[src/rtl/sc_randq_range_sampler_pkg.sv]
// Shared definitions for the random range sampler: FSM encoding and sizing helpers.
package sc_randq_range_sampler_pkg;

   // Sampler FSM encoding
   localparam logic [1:0] StIdle   = 2'd0;
   localparam logic [1:0] StReduce = 2'd1;
   localparam logic [1:0] StPush   = 2'd2;

   // Ceiling log2; returns 0 for values of 0 or 1
   function automatic int unsigned f_clog2(input int unsigned value);
      int unsigned result;
      result = 0;
      while ((32'd1 << result) < value) begin
         result = result + 1;
      end
      return result;
   endfunction

   // Largest multiple of range that fits in the input byte space; values at or above it bias
   // the modulo result and are rejected
   function automatic int unsigned f_limit(input int unsigned data_width,
                                           input int unsigned range);
      return range * ((32'd1 << data_width) / range);
   endfunction

endpackage

[src/rtl/sc_randq_fifo.sv]
// Show-ahead synchronous FIFO with a registered head that holds its last value when empty.
module sc_randq_fifo
   import sc_randq_range_sampler_pkg::*;
#(
   parameter int unsigned DEPTH    = 4,
   parameter int unsigned IDXWIDTH = 3
) (
   input  logic                      i_clk,
   input  logic                      i_rst_n,
   input  logic                      i_push,
   input  logic                      i_pop,
   input  logic [IDXWIDTH-1:0]       i_wdata,
   output logic [IDXWIDTH-1:0]       o_head,
   output logic [f_clog2(DEPTH):0]   o_count,
   output logic                      o_full,
   output logic                      o_empty
);

   localparam int unsigned PTRW = f_clog2(DEPTH);
   localparam int unsigned CNTW = PTRW + 1;

   logic [IDXWIDTH-1:0] r_mem [DEPTH];
   logic [PTRW-1:0]     r_wr_ptr;
   logic [PTRW-1:0]     r_rd_ptr;
   logic [CNTW-1:0]     r_count;
   logic [IDXWIDTH-1:0] r_head;
   logic [PTRW-1:0]     w_rd_ptr_nx;
   logic                w_pop;
   logic                w_push;

   assign o_full      = (r_count == CNTW'(DEPTH));
   assign o_empty     = (r_count == '0);
   assign w_pop       = i_pop && !o_empty;
   // A full FIFO still accepts a write when the head leaves in the same cycle
   assign w_push      = i_push && (!o_full || w_pop);
   assign w_rd_ptr_nx = r_rd_ptr + PTRW'(1);

   // Storage array; no reset needed since the pointers define what is valid
   always_ff @(posedge i_clk) begin
      if (w_push) begin
         r_mem[r_wr_ptr] <= i_wdata;
      end
   end

   // Pointers, occupancy and registered head
   always_ff @(posedge i_clk) begin
      if (!i_rst_n) begin
         r_wr_ptr <= '0;
         r_rd_ptr <= '0;
         r_count  <= '0;
         r_head   <= '0;
      end else begin
         if (w_push) r_wr_ptr <= r_wr_ptr + PTRW'(1);
         if (w_pop)  r_rd_ptr <= w_rd_ptr_nx;
         if (w_push && !w_pop)      r_count <= r_count + CNTW'(1);
         else if (w_pop && !w_push) r_count <= r_count - CNTW'(1);
         // Head follows the next stored entry, or the incoming write when it becomes the head
         if (w_pop) begin
            if (r_count == CNTW'(1)) begin
               if (w_push) r_head <= i_wdata;
            end else begin
               r_head <= r_mem[w_rd_ptr_nx];
            end
         end else if (w_push && o_empty) begin
            r_head <= i_wdata;
         end
      end
   end

   assign o_head  = r_head;
   assign o_count = r_count;

endmodule

[src/rtl/sc_randq_range_sampler.sv]
// Unbiased range sampler: rejects high random bytes, reduces the rest modulo RANGE by repeated
// subtraction and queues the resulting indices for a valid/ready consumer.
module sc_randq_range_sampler
   import sc_randq_range_sampler_pkg::*;
#(
   parameter int unsigned DATAWIDTH = 8,
   parameter int unsigned RANGE     = 6,
   parameter int unsigned IDXWIDTH  = 3,
   parameter int unsigned DEPTH     = 4
) (
   input  logic                     SC_RANDQ_CLOCK_50,
   input  logic                     SC_RANDQ_RESET_InLow,
   input  logic [DATAWIDTH-1:0]     SC_RANDQ_random_InBUS,
   input  logic                     SC_RANDQ_sampleTick_In,
   input  logic                     SC_RANDQ_clear_In,
   input  logic                     SC_RANDQ_ready_In,
   output logic [IDXWIDTH-1:0]      SC_RANDQ_data_OutBUS,
   output logic                     SC_RANDQ_valid_Out,
   output logic [f_clog2(DEPTH):0]  SC_RANDQ_count_OutBUS,
   output logic                     SC_RANDQ_busy_Out,
   output logic                     SC_RANDQ_overrun_Out,
   output logic [7:0]               SC_RANDQ_rejectCount_OutBUS
);

   localparam int unsigned         LIMIT  = f_limit(DATAWIDTH, RANGE);
   localparam logic [DATAWIDTH:0]   LimitW = (DATAWIDTH + 1)'(LIMIT);
   localparam logic [DATAWIDTH-1:0] RangeW = DATAWIDTH'(RANGE);

   logic [1:0]           r_state;
   logic [1:0]           w_state_next;
   logic [DATAWIDTH-1:0] r_acc;
   logic [DATAWIDTH-1:0] w_acc_next;
   logic                 r_overrun;
   logic                 w_overrun_next;
   logic [7:0]           r_reject_cnt;
   logic [7:0]           w_reject_base;
   logic [7:0]           w_reject_next;
   logic                 w_idle;
   logic                 w_in_range;
   logic                 w_accept;
   logic                 w_reject;
   logic                 w_fifo_push;
   logic                 w_fifo_pop;
   logic                 w_fifo_full;
   logic                 w_fifo_empty;
   logic                 w_space;

   assign w_idle     = (r_state == StIdle);
   assign w_in_range = ({1'b0, SC_RANDQ_random_InBUS} < LimitW);
   assign w_accept   = SC_RANDQ_sampleTick_In && w_idle && w_in_range;
   assign w_reject   = SC_RANDQ_sampleTick_In && w_idle && !w_in_range;
   assign w_fifo_pop = SC_RANDQ_ready_In && !w_fifo_empty;
   assign w_space    = !w_fifo_full || w_fifo_pop;

   // Sampler FSM and reduction accumulator next state
   always_comb begin
      w_state_next = r_state;
      w_acc_next   = r_acc;
      w_fifo_push  = 1'b0;
      case (r_state)
         StIdle: begin
            if (w_accept) begin
               w_acc_next   = SC_RANDQ_random_InBUS;
               w_state_next = StReduce;
            end
         end
         StReduce: begin
            if (r_acc >= RangeW) w_acc_next   = r_acc - RangeW;
            else                 w_state_next = StPush;
         end
         StPush: begin
            if (w_space) begin
               w_fifo_push  = 1'b1;
               w_state_next = StIdle;
            end
         end
         default: w_state_next = StIdle;
      endcase
   end

   // Sticky flags: a set event in the same cycle as clear takes priority
   always_comb begin
      w_overrun_next = r_overrun;
      if (SC_RANDQ_clear_In) w_overrun_next = 1'b0;
      if (SC_RANDQ_sampleTick_In && !w_idle) w_overrun_next = 1'b1;
      w_reject_base = SC_RANDQ_clear_In ? 8'd0 : r_reject_cnt;
      w_reject_next = w_reject_base;
      if (w_reject && (w_reject_base != 8'hFF)) w_reject_next = w_reject_base + 8'd1;
   end

   // State registers with synchronous active-low reset
   always_ff @(posedge SC_RANDQ_CLOCK_50) begin
      if (!SC_RANDQ_RESET_InLow) begin
         r_state      <= StIdle;
         r_acc        <= '0;
         r_overrun    <= 1'b0;
         r_reject_cnt <= '0;
      end else begin
         r_state      <= w_state_next;
         r_acc        <= w_acc_next;
         r_overrun    <= w_overrun_next;
         r_reject_cnt <= w_reject_next;
      end
   end

   sc_randq_fifo #(
      .DEPTH    (DEPTH),
      .IDXWIDTH (IDXWIDTH)
   ) u_fifo (
      .i_clk   (SC_RANDQ_CLOCK_50),
      .i_rst_n (SC_RANDQ_RESET_InLow),
      .i_push  (w_fifo_push),
      .i_pop   (w_fifo_pop),
      .i_wdata (r_acc[IDXWIDTH-1:0]),
      .o_head  (SC_RANDQ_data_OutBUS),
      .o_count (SC_RANDQ_count_OutBUS),
      .o_full  (w_fifo_full),
      .o_empty (w_fifo_empty)
   );

   assign SC_RANDQ_valid_Out          = !w_fifo_empty;
   assign SC_RANDQ_busy_Out           = !w_idle;
   assign SC_RANDQ_overrun_Out        = r_overrun;
   assign SC_RANDQ_rejectCount_OutBUS = r_reject_cnt;

endmodule

[config.mk]
export PLATFORM = sky130hd
export DESIGN_NAME = sc_randq_range_sampler
export DESIGN_NICKNAME = d
export VERILOG_FILES = /design/src/rtl/sc_randq_range_sampler_pkg.sv /design/src/rtl/sc_randq_fifo.sv /design/src/rtl/sc_randq_range_sampler.sv
export SDC_FILE = /design/constraint.sdc
export NUM_CORES = 1
export LEC_CHECK = 0
export CAP_MARGIN = 10
export CORE_MARGIN = 5
export CORE_UTILIZATION = 56
export CTS_BUF_LIST = sky130_fd_sc_hd__clkbuf_4 sky130_fd_sc_hd__clkbuf_8
export CTS_CLUSTER_SIZE = 20
export DETAILED_ROUTE_END_ITERATION = 7
export GPL_TIMING_DRIVEN = 0
export HOLD_SLACK_MARGIN = 0.05
export PLACE_DENSITY = 0.93
export SYNTH_ARGS = -nofsm -noshare
export SYNTH_HDL_FRONTEND = slang
export SYNTH_HIERARCHICAL = 1
export SYNTH_SLANG_ARGS = --single-unit
[constraint.sdc]
create_clock -name SC_RANDQ_CLOCK_50 -period 2.9 [get_ports SC_RANDQ_CLOCK_50]
set_input_delay 0.58 -clock SC_RANDQ_CLOCK_50 [delete_from_list [all_inputs] [get_ports SC_RANDQ_CLOCK_50]]
set_output_delay 0.58 -clock SC_RANDQ_CLOCK_50 [all_outputs]
set_load 0.05 [all_outputs]
==> results.rst, run 1 <==
.. list-table::
   :header-rows: 1

   * - Metric
     - Value
   * - Result of the run
     - finished, final reports clean
   * - Buffers inserted during post-CTS setup optimization
     - 0
   * - Synth Area per Inst
     - 9.75 µm²
   * - Floorplan die height
     - ~72 µm
   * - Pre-CTS setup slack
     - -0.186 ns
   * - Most used standard cell by instance count after synthesis
     - sky130_fd_sc_hd__dfxtp_1
   * - Number of warnings reported in the yosys synthesis log
     - 6
   * - Flip-flop cell with the highest count after synthesis
     - sky130_fd_sc_hd__dfxtp_1
   * - Number of top-level pins
     - 30
   * - Number of clock sinks seen by CTS
     - approximately 40
   * - TritonCTS clock tree
     - built
   * - # DRC
     - 0
   * - Post-route antenna net violation count
     - 0
   * - Post-Syn Instances
     - between 200 and 250
   * - Final max-slew violation count
     - 0
   * - Actual transition at the worst max-transition pin
     - approximately 0.7 ns
   * - Synth async-reset ratio
     - 0%
   * - WL per Instance
     - 15.1 µm
   * - Post-synthesis compound-gate area fraction
     - 16.8%
   * - Number of global-route vias before repair
     - approximately 1700
   * - Element type at the critical path start
     - flop
   * - Simple-gate share of the synthesized area
     - between 20% and 30%
   * - Share of synthesized area occupied by flip-flops and latches
     - around 44%
   * - Number of synthesized flops with an enable pin
     - 12
   * - LEAKAGE
     - 0.949 nW
   * - H-tree depth
     - 2
   * - Number of max-cap violations
     - 0
   * - Final Hold Violating Endpoints
     - 0
   * - Count of standard-cell rows
     - 22
   * - Type of the setup path with the least slack
     - flop to flop
   * - Total wirelength of the detailed-routed design
     - around 4.6 mm
   * - Clock tree root driver cell
     - sky130_fd_sc_hd__clkbuf_8
   * - Initial Utilization
     - a little under 60%
   * - Maximum number of pins on one net before global-route repair
     - 14
   * - Biggest area consumer among synthesized cells
     - sky130_fd_sc_hd__dfxtp_1
   * - Worst Setup Slack, final
     - 0.141 ns
   * - Die Wd
     - roughly 72 µm
   * - Worst slack on hold paths
     - 0.486 ns
   * - Final Cycle Share
     - 95.1%
   * - Filler Cell Count
     - roughly 280
   * - Summed instance area of the synthesized netlist
     - between 2000 and 2500 µm²
   * - Shortest period the worst path allows
     - about 2.8 ns
   * - Class of the tightest hold or removal check
     - flop to flop
   * - Die Area
     - between 5000 and 6000 µm²
   * - Power density over cell area
     - approximately 570 nW/µm²
   * - Resized Gates After CTS
     - 0
   * - Required @ worst endpoint
     - between 3 and 4 ns
   * - Std-Cell Core Area
     - between 3000 and 4000 µm²
   * - Highest metal layer used by the detailed router
     - met4
   * - Sum of met3 wire segment lengths after detailed routing
     - around 270 µm
   * - Fraction of final layout cells sized beyond drive strength 1
     - under 10%
   * - Total Power Consumption
     - 1.49 mW
   * - Gr ovfl total
     - 0
   * - Number of antenna violations at the first check in global routing
     - 0
   * - Maximum operating frequency
     - approximately 360 MHz
   * - Share of cell area taken by muxes after synthesis
     - under 10%
   * - Worst skew pair latency
     - roughly 0.3 ns
   * - Setup Viol. Count Final
     - 0
   * - Largest vdd supply drop
     - 407 µV
   * - DRC violation total after the first TritonRoute iteration
     - 136
   * - Signal arrival time at the worst endpoint
     - 2.98 ns
   * - Number of buffer cells added on primary ports
     - 29
   * - Worst clock skew
     - 0.0127 ns
   * - Share of the core filled with cells
     - between 70% and 80%
   * - Number of buffers on the longest clock path
     - 2
   * - Cell types occupying the most area after synthesis
     - sky130_fd_sc_hd__dfxtp_1 (27%), sky130_fd_sc_hd__edfxtp_1 (17%), sky130_fd_sc_hd__ha_1 (6.4%)
   * - Vias
     - roughly 1800
   * - Area share of the largest cell type after synthesis
     - around 27%
   * - Total global-route track usage
     - between 10% and 20%
   * - Crit Path Max Fanout
     - 7
   * - Critical path endpoint category
     - flop
   * - Count of hold buffers inserted by post-cts repair
     - 0
   * - Avg Vias per Cell
     - between 5 and 6
   * - Wire length of the first global-routing pass
     - about 7.7 mm
   * - Worst slew margin relative to its limit
     - around 53%
   * - Iteration count of the initial detailed-routing pass
     - 4
   * - Commonest cells in the synthesized netlist
     - sky130_fd_sc_hd__dfxtp_1 (29), sky130_fd_sc_hd__a21oi_1 (22), sky130_fd_sc_hd__nand2_1 (14)
   * - Flops & latches, synth
     - roughly 40
   * - Ant. Diodes
     - 0
   * - Number of buffers added by the clock tree synthesis step
     - 5
   * - Final HPWL from detailed placement
     - about 3.2 mm
   * - Total negative setup slack
     - 0 ns
   * - Net count reported at finish
     - 279
   * - Met2 Routed Length
     - 2.28 mm
   * - Clock transition at the register clock pins on the worst setup and hold paths after CTS
     - ~0.07 ns
   * - Post-synthesis share of cell area spent on xor and xnor gates
     - about 2.1%
   * - Total nets after synthesis
     - about 240
   * - Main combinational cell family by area after synthesis
     - simple AND/OR/NAND/NOR gates
   * - Last weighted congestion value of the routability-driven placer
     - 0.864
   * - Met1 wire length
     - approximately 2.0 mm
   * - Area growth from synthesis to layout
     - 21.9%
   * - Count of distinct cell types in the synthesized netlist
     - 47
   * - Post-synthesis share of cell area spent on full adders, half adders and majority gates
     - 6.44%
==> cell usage in the layout (no fill, tap or decap), types with 4 or more instances in the layout <==
cell type and instances:
sky130_fd_sc_hd__a21oi_1 22, sky130_fd_sc_hd__and2_1 11, sky130_fd_sc_hd__clkbuf_1 6, sky130_fd_sc_hd__clkbuf_8 5, sky130_fd_sc_hd__clkdlybuf4s50_1 29, sky130_fd_sc_hd__dfxtp_1 28
sky130_fd_sc_hd__edfxtp_1 12, sky130_fd_sc_hd__ha_1 11, sky130_fd_sc_hd__inv_1 11, sky130_fd_sc_hd__mux2i_1 6, sky130_fd_sc_hd__nand2_1 14, sky130_fd_sc_hd__nand3_1 7
sky130_fd_sc_hd__nor2_1 7, sky130_fd_sc_hd__nor2b_1 6, sky130_fd_sc_hd__o21ai_0 6, sky130_fd_sc_hd__o31ai_1 7, sky130_fd_sc_hd__or3_1 6, sky130_fd_sc_hd__xnor2_1 4
==> registers in the layout, indices dropped and copies added (netlist names) <==
register,count
u_fifo/r_mem,12
SC_RANDQ_rejectCount_OutBUS,8
r_acc,8
u_fifo/o_count,3
u_fifo/o_head,3
r_state,2
u_fifo/r_rd_ptr,2
u_fifo/r_wr_ptr,2
SC_RANDQ_overrun_Out,1
==> final cells by class <==
class / count / area, µm² / share of cell area [%]
tap: 48 / 60.1 / 2.31
buffer: 8 / 32.5 / 1.25
clock inverter: 2 / 35.0 / 1.35
multi-input combinational: 158 / 1120 / 43.1
clock buffer: 6 / 76.3 / 2.93
inverter: 12 / 45.0 / 1.73
sequential: 41 / 942 / 36.2
timing repair buffer: 29 / 290 / 11.2
==> cell families after synthesis <==
kind of cell | Yosys count
multiplexers | 9
adder cells (fa/ha/maj) | 11
buffers and inverters | 20
AO/OA/AOI/OAI | 55
AND/OR/NAND/NOR | 78
flip-flops | 41
XOR/XNOR | 5
==> metrics by stage <==
stage	area (µm²)	cells
finish	2600	304
global route	2600	304
CTS	2600	304
detailed placement	2490	296
global placement	2490	296
floorplan	2140	219
==> worst max-delay path, stage by stage, from the launching register on <==
cell and delay [ns]:
sky130_fd_sc_hd__dfxtp_1 0.38, sky130_fd_sc_hd__inv_1 0.09, sky130_fd_sc_hd__ha_1 0.23, sky130_fd_sc_hd__nand2b_2 0.10, sky130_fd_sc_hd__inv_2 0.05, sky130_fd_sc_hd__nor2b_2 0.22
sky130_fd_sc_hd__nor2b_1 0.10, sky130_fd_sc_hd__nor3b_1 0.37, sky130_fd_sc_hd__o21a_2 0.30, sky130_fd_sc_hd__ha_1 0.31, sky130_fd_sc_hd__or3_1 0.38, sky130_fd_sc_hd__a21boi_0 0.15
==> worst paths after layout <==
path / start / to / slack (ns) / cells after the start
min reg2reg: SC_RANDQ_overrun_Out / SC_RANDQ_overrun_Out / 0.49 / 2
min: SC_RANDQ_overrun_Out / SC_RANDQ_overrun_Out / 0.49 / 2
max: u_fifo/o_count[1] / u_fifo/o_count[2] / 0.14 / 11
max reg2reg: u_fifo/o_count[1] / u_fifo/o_count[2] / 0.14 / 11
==> power breakdown <==
group / switching (mW) / internal (mW)
clock network: 0.196 / 0.265
registers: 0.0459 / 0.632
logic: 0.211 / 0.143
total: 0.453 / 1.04
==> metal layers <==
metal,global-route usage (%),vias up
li1,-,879
met4,4.80,0
met1,24.2,826
met2,31.0,56
met5,0,-
met3,5.61,9
No activity file was read; power rests on OpenSTA's default activity.
==> run 2: changes to the inputs <==
--- a/config.mk
+++ b/config.mk
@@ -9,6 +9,7 @@
 export CORE_MARGIN = 5
 export CORE_UTILIZATION = 56
 export CTS_BUF_LIST = sky130_fd_sc_hd__clkbuf_4 sky130_fd_sc_hd__clkbuf_8
+export CTS_CLUSTER_DIAMETER = 120
 export CTS_CLUSTER_SIZE = 20
 export DETAILED_ROUTE_END_ITERATION = 7
 export GPL_TIMING_DRIVEN = 0
==> results of run 2 <==
Final layout, timing and power as in run 1 (identical DEF).
==> run 3: changes to the inputs <==
--- a/config.mk
+++ b/config.mk
@@ -6,7 +6,6 @@
 export NUM_CORES = 1
 export LEC_CHECK = 0
 export CAP_MARGIN = 10
-export CORE_MARGIN = 5
 export CORE_UTILIZATION = 56
 export CTS_BUF_LIST = sky130_fd_sc_hd__clkbuf_4 sky130_fd_sc_hd__clkbuf_8
 export CTS_CLUSTER_DIAMETER = 120
@@ -14,6 +13,7 @@
 export DETAILED_ROUTE_END_ITERATION = 7
 export GPL_TIMING_DRIVEN = 0
 export HOLD_SLACK_MARGIN = 0.05
+export MAX_ROUTING_LAYER = met4
 export PLACE_DENSITY = 0.93
 export SYNTH_ARGS = -nofsm -noshare
 export SYNTH_HDL_FRONTEND = slang
==> run 3 against run 2 <==
Compared with the run above:
- combinational power down 2%
- design area down 0.77%
- first-iteration DRC count down 20%
- critical path type unchanged
- largest cell class unchanged
- largest power group unchanged
==> results.rst, run 3 (synthesis results as in run 1) <==
.. list-table::
   :header-rows: 1

   * - Metric
     - Value
   * - Crit Path Max Fanout
     - 7
   * - Initial Utilization
     - 58.3%
   * - Maximum operating frequency
     - 380 MHz
   * - Critical path, cell by cell
     - inv_1 > ha_1 > nand2b_2 > inv_2 > nor2b_2 > nor2b_1 > nor3b_2 > o21a_2 > ha_1 > or3_1 > a21boi_0
   * - Area growth from synthesis to layout
     - 20.9%
   * - Largest register by flop count
     - u_fifo/r_mem
   * - Setup Viol. Count Final
     - 0
   * - Count of standard-cell rows
     - 22
   * - Vias
     - roughly 1800
   * - H-tree depth
     - 2
   * - Critical path's slowest cell
     - sky130_fd_sc_hd__dfxtp_1
   * - Signal arrival time at the worst endpoint
     - about 2.9 ns
   * - TritonCTS clock tree
     - built
   * - Class of the tightest hold or removal check
     - flop to flop
   * - Last weighted congestion value of the routability-driven placer
     - 0.936
   * - Length in cells of the worst reg-to-reg path
     - 11
   * - Power density over cell area
     - roughly 540 nW/µm²
   * - # DRC
     - 0
   * - Post-route antenna net violation count
     - 0
   * - Most numerous cell on the critical path
     - sky130_fd_sc_hd__ha_1
   * - Actual transition at the worst max-transition pin
     - around 0.7 ns
   * - Number of buffer cells added on primary ports
     - 29
   * - Commonest cells after routing, fill and taps aside
     - sky130_fd_sc_hd__clkdlybuf4s50_1 (29), sky130_fd_sc_hd__dfxtp_1 (28), sky130_fd_sc_hd__a21oi_1 (22)
   * - Total wirelength of the detailed-routed design
     - ~4.2 mm
   * - Avg Vias per Cell
     - between 5 and 6
   * - Reg-to-reg slack, setup
     - around 0.27 ns
   * - Fraction of final layout cells sized beyond drive strength 1
     - 8.98%
   * - Die Wd
     - 63.8 µm
   * - Element type at the critical path start
     - flop
   * - Required @ worst endpoint
     - between 3 and 4 ns
   * - Number of stages on the worst hold path
     - 2
   * - WL per Instance
     - about 14 µm
   * - Share of the core filled with cells
     - between 70 and 80%
   * - Total global-route track usage
     - 23.3%
   * - Reg2Reg Launch Point
     - u_fifo/o_count[1]
   * - Final Hold Violating Endpoints
     - 0
   * - Worst skew pair latency
     - around 0.30 ns
   * - Net count reported at finish
     - 279
   * - Result of the run
     - finished, final reports clean
   * - Clock tree root driver cell
     - sky130_fd_sc_hd__clkbuf_8
   * - Floorplan die height
     - around 64 µm
   * - Number of buffers on the longest clock path
     - 2
   * - Gr ovfl total
     - 0
   * - Worst clock skew
     - 0.00913 ns
   * - Clock transition at the register clock pins on the worst setup and hold paths after CTS
     - 0.08 ns
   * - Shortest period the worst path allows
     - 2.63 ns
   * - Std-Cell Core Area
     - ~3700 µm²
   * - Number of buffers added by the clock tree synthesis step
     - 5
   * - Number of top-level pins
     - 30
   * - Worst Setup Slack, final
     - approximately 0.27 ns
   * - Total negative setup slack
     - 0 ns
   * - Slowest Stage Delay on Critical Path
     - approximately 0.38 ns
   * - Critical path endpoint category
     - flop
   * - Ant. Diodes
     - 0
   * - Number of global-route vias before repair
     - ~1600
   * - Hold EP
     - r_acc[7]
   * - Unrepaired setup endpoints after global routing
     - false
   * - Total Power Consumption
     - 1.39 mW
   * - LEAKAGE
     - about 0.94 nW
   * - Iteration count of the initial detailed-routing pass
     - 4
   * - Maximum number of pins on one net before global-route repair
     - 14
   * - DRC violation total after the first TritonRoute iteration
     - 109
   * - Buffers inserted during post-CTS setup optimization
     - 0
   * - Startpoint of the lowest-slack hold path
     - r_acc[7]
   * - Largest vdd supply drop
     - between 300 and 400 µV
   * - Worst slew margin relative to its limit
     - around 53%
   * - Number of flip-flops in the largest register
     - 12
   * - Pre-CTS setup slack
     - -0.271 ns
   * - Reg-to-reg endpoint
     - u_fifo/o_count[2]
   * - Final Cycle Share
     - about nine tenths
   * - Wire length of the first global-routing pass
     - approximately 7.2 mm
   * - Final HPWL from detailed placement
     - 3.01 mm
   * - Die Area
     - roughly 4100 µm²
   * - Final max-slew violation count
     - 0
   * - Number of antenna violations at the first check in global routing
     - 0
   * - Number of max-cap violations
     - 0
   * - Type of the setup path with the least slack
     - flop to flop
   * - Most common library cell in the layout ignoring fill and taps
     - sky130_fd_sc_hd__clkdlybuf4s50_1
   * - Number of clock sinks seen by CTS
     - 41
## run 3: stage by stage
stage / std cells / hold WS (ns) / cell area, µm²
finish: 304 / 0.473 / 2580
global route: 304 / 0.485 / 2580
floorplan: 219 / 0.440 / 2140
global placement: 296 / 0.453 / 2490
detailed placement: 296 / 0.460 / 2490
CTS: 304 / 0.472 / 2580
## run 3: power breakdown
group          internal (mW)  switching (mW)
registers              0.632          0.0436
clock network          0.166           0.205
logic                  0.143           0.205
total                  0.941           0.453
## run 3: worst max path at each step
stage	startpoint	endpoint
finish	u_fifo/o_count[1]	u_fifo/o_count[2]
CTS	u_fifo/o_count[1]	u_fifo/o_count[2]
global route	u_fifo/o_count[1]	u_fifo/o_count[2]
floorplan	u_fifo/o_count[1]	u_fifo/o_count[2]
detailed placement	SC_RANDQ_ready_In	u_fifo/o_count[2]
global placement	SC_RANDQ_ready_In	u_fifo/o_count[2]
## run 3: layout make-up
type                            count  area, µm²
Inverter                           12       45.0
Tap cell                           48       60.1
Clock buffer                        5       68.8
Buffer                              8       32.5
Fill cell                         278       1080
Timing Repair Buffer               29        290
Sequential cell                    41        942
Multi-Input combinational cell    158       1130
Clock inverter                      3       17.5
## run 3: timing repair
action | 4_1_cts | 5_1_grt
gates resized for setup | 1 | 2
setup endpoints to repair | 1 | 2
hold buffers | 0 | 0
## run 3: metal layers
layer	global-route usage, %	vias to the layer above	wire, µm	share of wire (%)
met2	38.2	45	2040	49
met3	5.89	6	213	5.1
met1	27.4	835	1880	45
met4	8.81	0	48	1.1
li1	-	874	-	-
met5	-	-	0	0
## run 3: worst max-delay path, delay by kind of cell (launching register included)
family,cells,cell delay (ns)
simple gates,5,1.09
fa+ha+maj,2,0.54
compound gates,2,0.42
flops,1,0.38
buf+inv,2,0.15
